File: config.mk
export PLATFORM = sky130hd
export DESIGN_NAME = seq_divider_flat
export DESIGN_NICKNAME = d
export VERILOG_FILES = /design/src/rtl/div_pkg.sv /design/src/rtl/seq_divider_if.sv /design/src/rtl/div_step.sv /design/src/rtl/seq_divider.sv /design/src/flat_wrapper.sv
export SDC_FILE = /design/constraint.sdc
export NUM_CORES = 1
export LEC_CHECK = 0
export ABC_AREA = 1
export ABC_CLOCK_PERIOD_IN_PS = 2800
export CAP_MARGIN = 25
export CORE_MARGIN = 2
export CORE_UTILIZATION = 25
export CTS_CLUSTER_DIAMETER = 50
export CTS_CLUSTER_SIZE = 25
export DETAILED_ROUTE_END_ITERATION = 8
export PLACE_DENSITY = 0.51
export RECOVER_POWER = 25
export SYNTH_ARGS = -nofsm -noshare
export SYNTH_HDL_FRONTEND = slang
export SYNTH_SLANG_ARGS = --single-unit
File: constraint.sdc
create_clock -name clk -period 2.8 [get_ports clk]
set_clock_uncertainty 0.05 [all_clocks]
set_input_delay 0.42 -clock clk [delete_from_list [all_inputs] [get_ports clk]]
set_output_delay 0.42 -clock clk [all_outputs]
set_load 0.05 [all_outputs]
File: src/rtl/div_pkg.sv
// Shared definitions for the sequential radix-2 restoring divider:
// FSM state encoding and the counter-width helper.
package div_pkg;

    typedef enum logic [1:0] {
        ST_IDLE = 2'd0,
        ST_RUN  = 2'd1,
        ST_ZERO = 2'd2,
        ST_FIN  = 2'd3
    } div_state_e;

    // Number of bits needed to count 0..value-1; never less than one.
    function automatic int clog2(input int value);
        int bits;
        bits = 1;
        while ((32'sd1 << bits) < value) begin
            bits = bits + 1;
        end
        return bits;
    endfunction

endpackage : div_pkg

File: src/rtl/seq_divider_if.sv
// Start/done handshake and operand/result bus of seq_divider.
// Optional macro DIV_SIGNED_EN adds the is_signed request field.
interface seq_divider_if #(
    parameter int WIDTH = 8
);
    logic             start;
    logic [WIDTH-1:0] dividend;
    logic [WIDTH-1:0] divisor;
`ifdef DIV_SIGNED_EN
    logic             is_signed;
`endif
    logic             busy;
    logic             done;
    logic [WIDTH-1:0] quotient;
    logic [WIDTH-1:0] remainder;
    logic             div_by_zero;

`ifdef DIV_SIGNED_EN
    modport master (
        output start, dividend, divisor, is_signed,
        input  busy, done, quotient, remainder, div_by_zero
    );
    modport slave (
        input  start, dividend, divisor, is_signed,
        output busy, done, quotient, remainder, div_by_zero
    );
`else
    modport master (
        output start, dividend, divisor,
        input  busy, done, quotient, remainder, div_by_zero
    );
    modport slave (
        input  start, dividend, divisor,
        output busy, done, quotient, remainder, div_by_zero
    );
`endif

endinterface : seq_divider_if

File: src/rtl/div_step.sv
// One combinational restoring-division iteration: shift {rem,q} left,
// subtract the divisor when it fits and shift the resulting bit into q.
module div_step #(
    parameter int WIDTH = 8
) (
    input  logic [WIDTH-1:0] i_rem_in,
    input  logic [WIDTH-1:0] i_q_in,
    input  logic [WIDTH-1:0] i_divisor,
    output logic [WIDTH-1:0] o_rem_out,
    output logic [WIDTH-1:0] o_q_out
);

    logic [WIDTH:0] w_shift;
    logic           w_fits;

    assign w_shift   = {i_rem_in, i_q_in[WIDTH-1]};
    assign w_fits    = (w_shift >= {1'b0, i_divisor});
    // When the trial subtraction fits, the difference is below the divisor and needs only WIDTH bits.
    assign o_rem_out = w_fits ? (w_shift[WIDTH-1:0] - i_divisor) : w_shift[WIDTH-1:0];
    assign o_q_out   = {i_q_in[WIDTH-2:0], w_fits};

endmodule : div_step

File: src/rtl/seq_divider.sv
// Iterative radix-2 restoring divider, one quotient bit per clock.
// Optional macro DIV_SIGNED_EN enables two's-complement operation via is_signed.
module seq_divider
    import div_pkg::*;
#(
    parameter int WIDTH = 8
) (
    input  logic          clk,
    input  logic          rst_n,
    seq_divider_if.slave  io_div
);

    localparam int CW = clog2(WIDTH);

    div_state_e       r_state;
    div_state_e       w_next_state;
    logic [CW-1:0]    r_count;
    logic [WIDTH-1:0] r_rem;
    logic [WIDTH-1:0] r_q;
    logic [WIDTH-1:0] r_divisor;
    logic [WIDTH-1:0] r_dividend;
    logic             r_neg_q;
    logic             r_neg_r;
    logic [WIDTH-1:0] r_quotient;
    logic [WIDTH-1:0] r_remainder;
    logic             r_div_by_zero;

    logic             w_accept;
    logic             w_last;
    logic             w_busy;
    logic             w_done;
    logic             w_a_neg;
    logic             w_b_neg;
    logic [WIDTH-1:0] w_a_mag;
    logic [WIDTH-1:0] w_b_mag;
    logic [WIDTH-1:0] w_rem_next;
    logic [WIDTH-1:0] w_q_next;
    logic [WIDTH-1:0] w_q_fixed;
    logic [WIDTH-1:0] w_r_fixed;

    assign w_accept = io_div.start && ((r_state == ST_IDLE) || (r_state == ST_FIN));
    assign w_last   = (r_state == ST_RUN) && (r_count == CW'(WIDTH - 1));

`ifdef DIV_SIGNED_EN
    assign w_a_neg = io_div.is_signed & io_div.dividend[WIDTH-1];
    assign w_b_neg = io_div.is_signed & io_div.divisor[WIDTH-1];
`else
    assign w_a_neg = 1'b0;
    assign w_b_neg = 1'b0;
`endif

    // MIN has no positive counterpart, but its negation read as unsigned is the right magnitude.
    assign w_a_mag   = w_a_neg ? (~io_div.dividend + WIDTH'(1)) : io_div.dividend;
    assign w_b_mag   = w_b_neg ? (~io_div.divisor + WIDTH'(1))  : io_div.divisor;
    assign w_q_fixed = r_neg_q ? (~w_q_next + WIDTH'(1))   : w_q_next;
    assign w_r_fixed = r_neg_r ? (~w_rem_next + WIDTH'(1)) : w_rem_next;

    div_step #(.WIDTH(WIDTH)) u_step (
        .i_rem_in  (r_rem),
        .i_q_in    (r_q),
        .i_divisor (r_divisor),
        .o_rem_out (w_rem_next),
        .o_q_out   (w_q_next)
    );

    // State register.
    always_ff @(posedge clk or negedge rst_n) begin
        if (!rst_n) begin
            r_state <= ST_IDLE;
        end else begin
            r_state <= w_next_state;
        end
    end

    // Next-state logic; FIN behaves like IDLE for a new request.
    always_comb begin
        w_next_state = r_state;
        case (r_state)
            ST_IDLE, ST_FIN: begin
                if (w_accept) begin
                    w_next_state = (io_div.divisor == {WIDTH{1'b0}}) ? ST_ZERO : ST_RUN;
                end else begin
                    w_next_state = ST_IDLE;
                end
            end
            ST_RUN: begin
                if (w_last) begin
                    w_next_state = ST_FIN;
                end else begin
                    w_next_state = ST_RUN;
                end
            end
            ST_ZERO: w_next_state = ST_FIN;
            default: w_next_state = ST_IDLE;
        endcase
    end

    // Handshake outputs decoded from the state register.
    always_comb begin
        w_busy = 1'b0;
        w_done = 1'b0;
        case (r_state)
            ST_RUN, ST_ZERO: w_busy = 1'b1;
            ST_FIN:          w_done = 1'b1;
            default: begin
                w_busy = 1'b0;
                w_done = 1'b0;
            end
        endcase
    end

    // Operand capture and per-cycle iteration.
    always_ff @(posedge clk or negedge rst_n) begin
        if (!rst_n) begin
            r_count    <= {CW{1'b0}};
            r_rem      <= {WIDTH{1'b0}};
            r_q        <= {WIDTH{1'b0}};
            r_divisor  <= {WIDTH{1'b0}};
            r_dividend <= {WIDTH{1'b0}};
            r_neg_q    <= 1'b0;
            r_neg_r    <= 1'b0;
        end else if (w_accept) begin
            r_count    <= {CW{1'b0}};
            r_rem      <= {WIDTH{1'b0}};
            r_q        <= w_a_mag;
            r_divisor  <= w_b_mag;
            r_dividend <= io_div.dividend;
            r_neg_q    <= w_a_neg ^ w_b_neg;
            r_neg_r    <= w_a_neg;
        end else if (r_state == ST_RUN) begin
            r_rem   <= w_rem_next;
            r_q     <= w_q_next;
            r_count <= w_last ? r_count : (r_count + CW'(1));
        end
    end

    // Result registers, written only on the edge that enters FIN.
    always_ff @(posedge clk or negedge rst_n) begin
        if (!rst_n) begin
            r_quotient    <= {WIDTH{1'b0}};
            r_remainder   <= {WIDTH{1'b0}};
            r_div_by_zero <= 1'b0;
        end else if (w_last) begin
            r_quotient    <= w_q_fixed;
            r_remainder   <= w_r_fixed;
            r_div_by_zero <= 1'b0;
        end else if (r_state == ST_ZERO) begin
            r_quotient    <= {WIDTH{1'b1}};
            r_remainder   <= r_dividend;
            r_div_by_zero <= 1'b1;
        end
    end

    assign io_div.busy        = w_busy;
    assign io_div.done        = w_done;
    assign io_div.quotient    = r_quotient;
    assign io_div.remainder   = r_remainder;
    assign io_div.div_by_zero = r_div_by_zero;

endmodule : seq_divider

File: src/flat_wrapper.sv
// flat-port wrapper written by rule: the top's interface ports become plain ports
module seq_divider_flat import div_pkg::*;
#(
    parameter int WIDTH = 8
)
  (clk, rst_n, io_div_start, io_div_dividend, io_div_divisor, io_div_busy, io_div_done, io_div_quotient, io_div_remainder, io_div_div_by_zero);
  seq_divider_if #(.WIDTH(WIDTH)) io_div_i ();
  input  logic clk;
  input  logic rst_n;
  input wire logic [$bits(io_div_i.start)-1:0] io_div_start;
  input wire logic [$bits(io_div_i.dividend)-1:0] io_div_dividend;
  input wire logic [$bits(io_div_i.divisor)-1:0] io_div_divisor;
  output wire logic [$bits(io_div_i.busy)-1:0] io_div_busy;
  output wire logic [$bits(io_div_i.done)-1:0] io_div_done;
  output wire logic [$bits(io_div_i.quotient)-1:0] io_div_quotient;
  output wire logic [$bits(io_div_i.remainder)-1:0] io_div_remainder;
  output wire logic [$bits(io_div_i.div_by_zero)-1:0] io_div_div_by_zero;
  assign io_div_i.start = io_div_start;
  assign io_div_i.dividend = io_div_dividend;
  assign io_div_i.divisor = io_div_divisor;
  assign io_div_busy = io_div_i.busy;
  assign io_div_done = io_div_i.done;
  assign io_div_quotient = io_div_i.quotient;
  assign io_div_remainder = io_div_i.remainder;
  assign io_div_div_by_zero = io_div_i.div_by_zero;
  seq_divider #(.WIDTH(WIDTH)) u_core (.clk(clk), .rst_n(rst_n), .io_div(io_div_i));
endmodule
==> out/qor.yml <==
drt-total-wl_um: 7029
worstSkewPairLatency_ps: 300
drt_iter0_drc: 73
async_flop_share_pct: 100.0
remaining_drc_errors: 0
track_usage_pct: 11.93
cts-root-buf: "clkbuf_16"
syn_nets: 384
cts_tree: "done"
ff_latch_area_um2: 1351
port_buffers: 37
synthCells: 351
grt_max_degree: 44
worstHoldStart: "u_core.io_div.remainder[0]$_DFFE_PN0P_"
timing.final.crit_period_ps: 2395
clkTransAtPathRegs_ps: 70
numCtsBuffers: 5
worstPathMaxFanout: 4
setup_viol: 0
worst_pin_slew_ps: 857.5
fin_hold_ws_ps: 435.9
maxCapViolCount: 0
synth_edf_count: 0
fin_ws_ps: 404.8
firstDrtPassIters: 4
worstPathRequired_ps: 2330
setup.worst_path.end_class: "primary output"
yosysWarningCount: 0
io_pins: 38
grt_pass1_wl_um: 11940
grt_pass1_vias: 2349
start_util_pct: 25.32
drt-wirelength-per-cell_um: 13.02
num_vias: 2366
fmax_mhz: 417.5
synth_ff_type: "dfrtp_1"
start_kind: "register"
die_w_um: 111.1
fin_tns_setup_ps: 0
synth_seq_area_share_pct: 47.14
vias_per_cell: 4.381
layout-drive-gt1-share_pct: 10.83
syn_avg_cell_area_um2: 8.167
die-height_um: 111.1
netlist_area_um2: 2866
ys_seq_elements: 54
cts_sinks: 54
gp_congestion: 0.7800
finalCritPeriodShare_pct: 85.54
cp_data_arrival_time_ps: 1930
fin_nets: 429
rsz0062_at_grt: "no"
h-tree-depth: 2
drt-met1-wl_um: 3456
area_growth_pct: 25.58
die_area_um2: 12340
multi_input_area_um2: 1246
place_ws_ps: 510.3
clockBufferDepth: 2
critical_path.startpoint: "u_core.r_state[0]$_DFF_PN0_"
crit_type: "reg2out"
rows: 39
dr_wl_met2_um: 3334
top_layer: "met4"
grt-ovfl-total: 0
relSlewSlack_pct: 42.83
rr_startpoint: "u_core.r_state[0]$_DFF_PN0_"
antenna_found_initial: 0
postCtsSetupBuffers: 0
drv_slew: 0
fillers: 1219
num_antenna_cells: 0
hold_violations: 0
design.core.area_um2: 11320
synth_cell_types: 32
met3_length_um: 171
post-dp-hpwl_um: 5304
min_path_type: "reg2reg"
ant_nets: 0
status: "complete, no violations"
-- path summary, 6_finish.rpt --
kind                                                     endpoint  slack (ps)  cells past startpoint
max                                                   io_div_busy         400                      4
min                        u_core.io_div.remainder[0]$_DFFE_PN0P_         440                      2
max reg2reg                             u_core.r_q[2]$_DFFE_PN0P_         570                      7
min reg2reg                u_core.io_div.remainder[0]$_DFFE_PN0P_         440                      2
max in group asynchronous        u_core.r_dividend[7]$_DFFE_PN0P_         730                      4
min in group asynchronous         u_core.r_divisor[7]$_DFFE_PN0P_         610                      2
-- area by class of cell --
type | count | area share, %
tap | 143 | 4.970
clock inverter | 3 | 1.321
sequential | 54 | 37.54
multi-input combinational | 228 | 34.62
timing repair buffer | 43 | 11.26
clock buffer | 5 | 3.476
inverter | 64 | 6.813
-- layout by cell type, fill, tap and decap left out, types with 8 or more instances in the layout --
| cell | instances |
|---|---|
| clkdlybuf4s50_1 | 36 |
| nand2_1 | 97 |
| ha_1 | 13 |
| dfrtp_1 | 54 |
| nand3_1 | 18 |
| nor2_1 | 17 |
| inv_1 | 60 |
| a21oi_1 | 8 |
| nand2_2 | 14 |
| o21ai_0 | 26 |
-- critical path: stages, from the launching register on --
cell and delay [ps]:
dfrtp_1 380, inv_1 50, ha_1 330, inv_1 70
clkdlybuf4s50_1 790
-- what timing repair did --
| item | CTS | global route |
|---|---|---|
| resized for setup | 0 | 0 |
| hold buffers | 0 | 1 |
| endpoints found under the hold margin | 0 | 9 |
-- state kept, by name, indices dropped and copies added, names as in the netlist --
register,count
u_core.io_div.remainder,8
u_core.r_rem,8
u_core.r_q,8
u_core.r_count,3
u_core.io_div.div_by_zero,1
u_core.r_state,2
u_core.io_div.quotient,8
u_core.r_dividend,8
u_core.r_divisor,8
-- synthesized netlist by cell type (2+ instances only) --
| library cell | number | area share [%] |
|---|---|---|
| ha_1 | 13 | 5.7 |
| xnor2_1 | 2 | 0.61 |
| a21oi_1 | 8 | 1.4 |
| o31ai_1 | 4 | 1.0 |
| inv_1 | 60 | 7.9 |
| nor2_1 | 17 | 2.2 |
| nand4_1 | 3 | 0.65 |
| nand3_1 | 18 | 3.1 |
| nand3_2 | 2 | 0.70 |
| o21ai_0 | 26 | 4.5 |
| inv_2 | 3 | 0.39 |
| clkbuf_1 | 3 | 0.39 |
| nor2_4 | 2 | 0.79 |
| nand2_1 | 97 | 13 |
| nor2_2 | 4 | 0.87 |
| dfrtp_1 | 54 | 47 |
| o221ai_1 | 6 | 1.8 |
| nand2_2 | 14 | 3.1 |
| o211ai_1 | 2 | 0.52 |
-- logic make-up (layout without fill, tap and decap cells) --
group / Yosys count / in the layout / share of synthesized area [%]
xor gates and xnor gates: 3 / 3 / 0.9168
buffers and inverters: 69 / 115 / 9.385
and+or+nand+nor: 162 / 162 / 26.02
AOI/OAI and AO/OA: 49 / 49 / 10.17
adders and majority gates: 14 / 14 / 6.373
DFF: 54 / 54 / 47.14
-- stage by stage --
step,area (um^2),std cells,utilization (%)
after floorplan,2867,351,-
after global placement,3417,530,30.18
after detailed placement,3417,530,30.18
after CTS,3590,538,31.71
after global routing,3600,540,31.80
final,3600,540,31.80
-- per-layer routing --
layer  GRT usage [%]  vias up
li1                -     1201
met1           16.01     1126
met2           20.16       32
met3           2.132        7
met4           2.716        0
met5               0        -
Power is not shown: default switching activity piles up to over one toggle a cycle in this logic, so the estimate is an artifact.
